--- config.mk ---
export PLATFORM = sky130hd
export DESIGN_NAME = universal_shift_reg
export DESIGN_NICKNAME = d
export VERILOG_FILES = /design/src/rtl/universal_shift_reg_pkg.sv /design/src/rtl/universal_shift_reg_stage.sv /design/src/rtl/universal_shift_reg.sv
export SDC_FILE = /design/constraint.sdc
export NUM_CORES = 1
export LEC_CHECK = 0
export CORE_AREA = 2 2 39 41
export CTS_BUF_LIST = sky130_fd_sc_hd__clkbuf_4
export CTS_CLUSTER_SIZE = 16
export DETAILED_ROUTE_END_ITERATION = 8
export DIE_AREA = 0 0 41 43
export DONT_BUFFER_PORTS = 1
export PLACE_DENSITY = 0.63
export SYNTH_ARGS = -nofsm -noshare
export SYNTH_HDL_FRONTEND = slang
export SYNTH_HIERARCHICAL = 1
export SYNTH_SLANG_ARGS = --single-unit
export TNS_END_PERCENT = 100
--- constraint.sdc ---
create_clock -name Clk -period 3.2 [get_ports Clk]
set_clock_uncertainty 0.05 [all_clocks]
set_input_delay 0.32 -clock Clk [delete_from_list [all_inputs] [get_ports Clk]]
set_output_delay 0.32 -clock Clk [all_outputs]
set_load 0.02 [all_outputs]
--- src/rtl/universal_shift_reg_pkg.sv ---
// Mode encodings and small helpers shared by the universal shift register and its bit stage.
package universal_shift_reg_pkg;

    localparam logic [1:0] USR_HOLD = 2'b00;
    localparam logic [1:0] USR_SHR  = 2'b01;
    localparam logic [1:0] USR_SHL  = 2'b10;
    localparam logic [1:0] USR_LOAD = 2'b11;

    function automatic logic is_shift(input logic [1:0] mode);
        return (mode == USR_SHR) || (mode == USR_SHL);
    endfunction

endpackage

--- src/rtl/universal_shift_reg_stage.sv ---
// One bit of the universal shift register: 4:1 mode mux feeding a flop with clear/enable gating.
module universal_shift_reg_stage
    import universal_shift_reg_pkg::*;
(
    input  logic       Clk,
    input  logic       reset_b,
    input  logic       enable,
    input  logic       clear,
    input  logic [1:0] mode,
    input  logic       from_higher,
    input  logic       from_lower,
    input  logic       par_bit,
    output logic       q
);

    logic q_reg;

    always_ff @(posedge Clk or negedge reset_b) begin
        if (!reset_b) begin
            q_reg <= 1'b0;
        end else if (clear) begin
            q_reg <= 1'b0;
        end else if (enable) begin
            case (mode)
                USR_SHR:  q_reg <= from_higher;
                USR_SHL:  q_reg <= from_lower;
                USR_LOAD: q_reg <= par_bit;
                default:  q_reg <= q_reg;
            endcase
        end
    end

    assign q = q_reg;

endmodule

--- src/rtl/universal_shift_reg.sv ---
// Parametrised universal shift register: hold / shift right / shift left / parallel load,
// optional rotate, and a saturating shift counter with a word-serialised flag.
module universal_shift_reg
    import universal_shift_reg_pkg::*;
#(
    parameter int WIDTH  = 4,
    parameter int ROTATE = 0,
    localparam int CW    = $clog2(WIDTH + 1)
) (
    input  logic             Clk,
    input  logic             reset_b,
    input  logic             enable,
    input  logic             clear,
    input  logic [1:0]       mode,
    input  logic             ser_in_msb,
    input  logic             ser_in_lsb,
    input  logic [WIDTH-1:0] par_in,
    output logic [WIDTH-1:0] par_out,
    output logic             msb_out,
    output logic             lsb_out,
    output logic [CW-1:0]    shift_count,
    output logic             count_done
);

    localparam logic [CW-1:0] FULL_COUNT = CW'(WIDTH);

    logic [WIDTH-1:0] q_bits;
    logic [WIDTH-1:0] hi_nb;
    logic [WIDTH-1:0] lo_nb;
    logic [CW-1:0]    shift_count_reg;
    logic             count_done_reg;

    genvar gi;
    generate
        for (gi = 0; gi < WIDTH; gi++) begin : g_stage
            // End stages take the serial input, or wrap to the opposite end when rotating.
            if (gi == WIDTH - 1) begin : g_msb
                assign hi_nb[gi] = (ROTATE != 0) ? q_bits[0] : ser_in_msb;
            end else begin : g_mid_hi
                assign hi_nb[gi] = q_bits[gi+1];
            end
            if (gi == 0) begin : g_lsb
                assign lo_nb[gi] = (ROTATE != 0) ? q_bits[WIDTH-1] : ser_in_lsb;
            end else begin : g_mid_lo
                assign lo_nb[gi] = q_bits[gi-1];
            end

            universal_shift_reg_stage u_stage (
                .Clk         (Clk),
                .reset_b     (reset_b),
                .enable      (enable),
                .clear       (clear),
                .mode        (mode),
                .from_higher (hi_nb[gi]),
                .from_lower  (lo_nb[gi]),
                .par_bit     (par_in[gi]),
                .q           (q_bits[gi])
            );
        end
    endgenerate

    always_ff @(posedge Clk or negedge reset_b) begin
        if (!reset_b) begin
            shift_count_reg <= '0;
            count_done_reg  <= 1'b0;
        end else if (clear) begin
            shift_count_reg <= '0;
            count_done_reg  <= 1'b0;
        end else if (enable) begin
            if (mode == USR_LOAD) begin
                shift_count_reg <= '0;
                count_done_reg  <= 1'b0;
            end else if (is_shift(mode) && (shift_count_reg != FULL_COUNT)) begin
                // Done rises on the same edge the count reaches full, then sticks.
                shift_count_reg <= shift_count_reg + 1'b1;
                if (shift_count_reg == FULL_COUNT - 1'b1) begin
                    count_done_reg <= 1'b1;
                end
            end
        end
    end

    assign par_out     = q_bits;
    assign msb_out     = q_bits[WIDTH-1];
    assign lsb_out     = q_bits[0];
    assign shift_count = shift_count_reg;
    assign count_done  = count_done_reg;

endmodule

==> metrics <==
Power Total=roughly 240 µW; Final min period=approximately 1500 ps; Root Buffer=clkbuf_4; Core Box Area=around 1400 µm²; CTS Buf Count=3; worst hold slack=about 110 ps; Setup crit end=shift_count[2]$_DFFE_PN0P_; LEAKAGE=about 0.29 nW; R2R setup slack=about 1700 ps; status=completed; Synth top area share=0.341; starting density of the core=0.424; Crit-path slowest cell=dfrtp_1; CTS Sinks=8; number of distinct library cells after synthesis=16; Top Ports=22; max incr delay on CP=between 400 and 500 ps; input/output buffers=0; Synth Area per Inst=roughly 9.9 µm²; unrepaired setup endpoints after global routing=no; DP HPWL=870 µm; FP Rows=14; Total GRT Usage=0.155; Worst Max-Slew Pin Slew=approximately 420 ps; Rel. slew slack=0.717; Tightest Hold Check Type=in -> reg; Max Cap Viol=0; Pre-antenna DRT Iters=3; Filler cells=~140; post-CTS sizing=0; GRT overflow=0; post-synthesis cell area=around 590 µm²; Seq/Total Area, Yosys=0.341; area delta synth->final=6.40%; die width=41 µm; Placer Congestion=0.590; vias in the first global route=~470; peak supply drop=between 0.15 and 0.2 mV; diode count=0; largest area contributor in the netlist=dfrtp_1; Critical Path RT=between 3000 and 4000 ps; pre-CTS setup slack=~1600 ps; max reg flops=4; vias=~450; CP max FO=4; Post-CTS Setup Bufs=0; Setup Viol. Count Final=0; worst path bufs/invs=1; largest net degree at the start of global routing=16; Post-Syn Nets=75; post-route clock period utilization=0.479; drt wl/cell=about 15 µm; CP Class=reg -> reg; Worst R2R Start=shift_count[0]$_DFFE_PN0P_; setup ws final=around 1700 ps; post-synthesis register bit count=8; CTS tree=yes; share of layout cells above drive strength 1=0.131; Worst Reg2Reg Path Length in Cells=5; Die Y=approximately 43 µm; final net count=79; CP endpoint kind=flip-flop; initial drt markers=7; via/cell ratio=between 5 and 6; yosys warns=6; Area contributors post-synth=dfrtp_1 (34%), and4bb_1 (8.5%), ha_1 (8.5%); Syn Inst Count=59; critical path arrival=roughly 1600 ps; setup TNS=0 ps; remaining antenna violation count=0; first-pass GRT wire length=1860 µm; maximum clock path buffer count=2; Fmax achieved=roughly 0.65 GHz; CP startpoint=shift_count[0]$_DFFE_PN0P_; CP Depth=5; die area=1760 µm²; Worst-path clk slew=~60 ps; Worst setup SP type=flip-flop; Final Hold Vio Count=0; final max-slew violation count=0; initial antenna violation count=0; Clk Latency, worst-skew pair=between 200 and 300 ps; CP cell instances=inv_1 > ha_1 > a21bo_1 > a21o_1 > o41ai_2; DRC=0; H-tree depth=1; PD cells=387 nW/µm²; cell family with most CP delay=compound AO/OA/AOI/OAI gates; FF-to-FF End=shift_count[2]$_DFFE_PN0P_; WL final=1150 µm
## per-layer routing
layer,share of wire,routed length (µm),up-vias,GRT usage
met5,0,0,-,0
met1,0.45,518,218,0.191
li1,-,-,222,-
met4,0.0087,10,0,0.0800
met2,0.49,565,9,0.241
met3,0.046,53,2,0.0314
## through the flow
step	utilization	area (µm²)	cells
after floorplan	-	587	59
after detailed placement	0.428	592	73
final	0.451	624	77
after global routing	0.451	624	77
after global placement	0.428	592	73
after CTS	0.451	624	77
## cells by family (layout without fill, tap and decap cells)
family,Yosys count,in the layout,synth area share
adders and majority gates,4,4,0.0853
buffers and inverters,11,13,0.0831
AOI/OAI and AO/OA,20,20,0.275
and+or+nand+nor,11,11,0.130
muxes,5,5,0.0853
DFF,8,8,0.341
## synth_stat cells
| library cell | n |
|---|---|
| a311o_1 | 4 |
| o41ai_2 | 1 |
| a21bo_1 | 1 |
| and4bb_1 | 4 |
| nand2_1 | 6 |
| mux2i_1 | 5 |
| buf_4 | 2 |
| dfrtp_1 | 8 |
| nor2_1 | 1 |
| o2111ai_1 | 2 |
| a21oi_2 | 4 |
| a21oi_1 | 1 |
| o21ai_0 | 6 |
| a21o_1 | 1 |
| ha_1 | 4 |
| inv_1 | 9 |
## final cells by class
type | instances | area [µm²] | area share
well taps | 16 | 20.0 | 0.0321
repair buffers | 1 | 10.0 | 0.0160
inverters | 9 | 33.8 | 0.0541
clock buffers | 3 | 22.5 | 0.0361
flip-flops and latches | 8 | 200 | 0.321
multi-input cells | 40 | 338 | 0.541
## power breakdown
group / switching, mW / total [mW] / internal, mW
clock network: 0.0343 / 0.0772 / 0.0429
registers: 0.0179 / 0.125 / 0.107
logic: 0.0197 / 0.0393 / 0.0196
## placed cells by master (no fill, tap or decap)
master         Yosys  routed
clkbuf_4           0       3
a21oi_2            4       4
a21oi_1            1       1
a21bo_1            1       1
dfrtp_1            8       8
a311o_1            4       4
and4bb_1           4       4
nand2_1            6       6
nor2_1             1       1
o21ai_0            6       6
dlygate4sd3_1      0       1
inv_1              9       9
ha_1               4       4
mux2i_1            5       5
o41ai_2            1       1
o2111ai_1          2       2
a21o_1             1       1
## how the worst min path moves through the flow
stage	startpoint	to	slack, ps	cells after the start
floorplan	reset_b	count_done$_DFFE_PN0P_	-30	0
global placement	reset_b	g_stage[3].u_stage/q$_DFFE_PN0P_	-30	0
detailed placement	reset_b	count_done$_DFFE_PN0P_	-30	0
CTS	clear	shift_count[2]$_DFFE_PN0P_	100	1
global route	clear	shift_count[2]$_DFFE_PN0P_	100	1
finish	clear	shift_count[2]$_DFFE_PN0P_	110	1
## what timing repair did
| action | 4_1_cts | 5_1_grt |
|---|---|---|
| hold buffers | 1 | 0 |
| setup endpoints to repair | 0 | 0 |
| endpoints found under the hold margin | 8 | 0 |
Power figures use the tool's default switching activity.
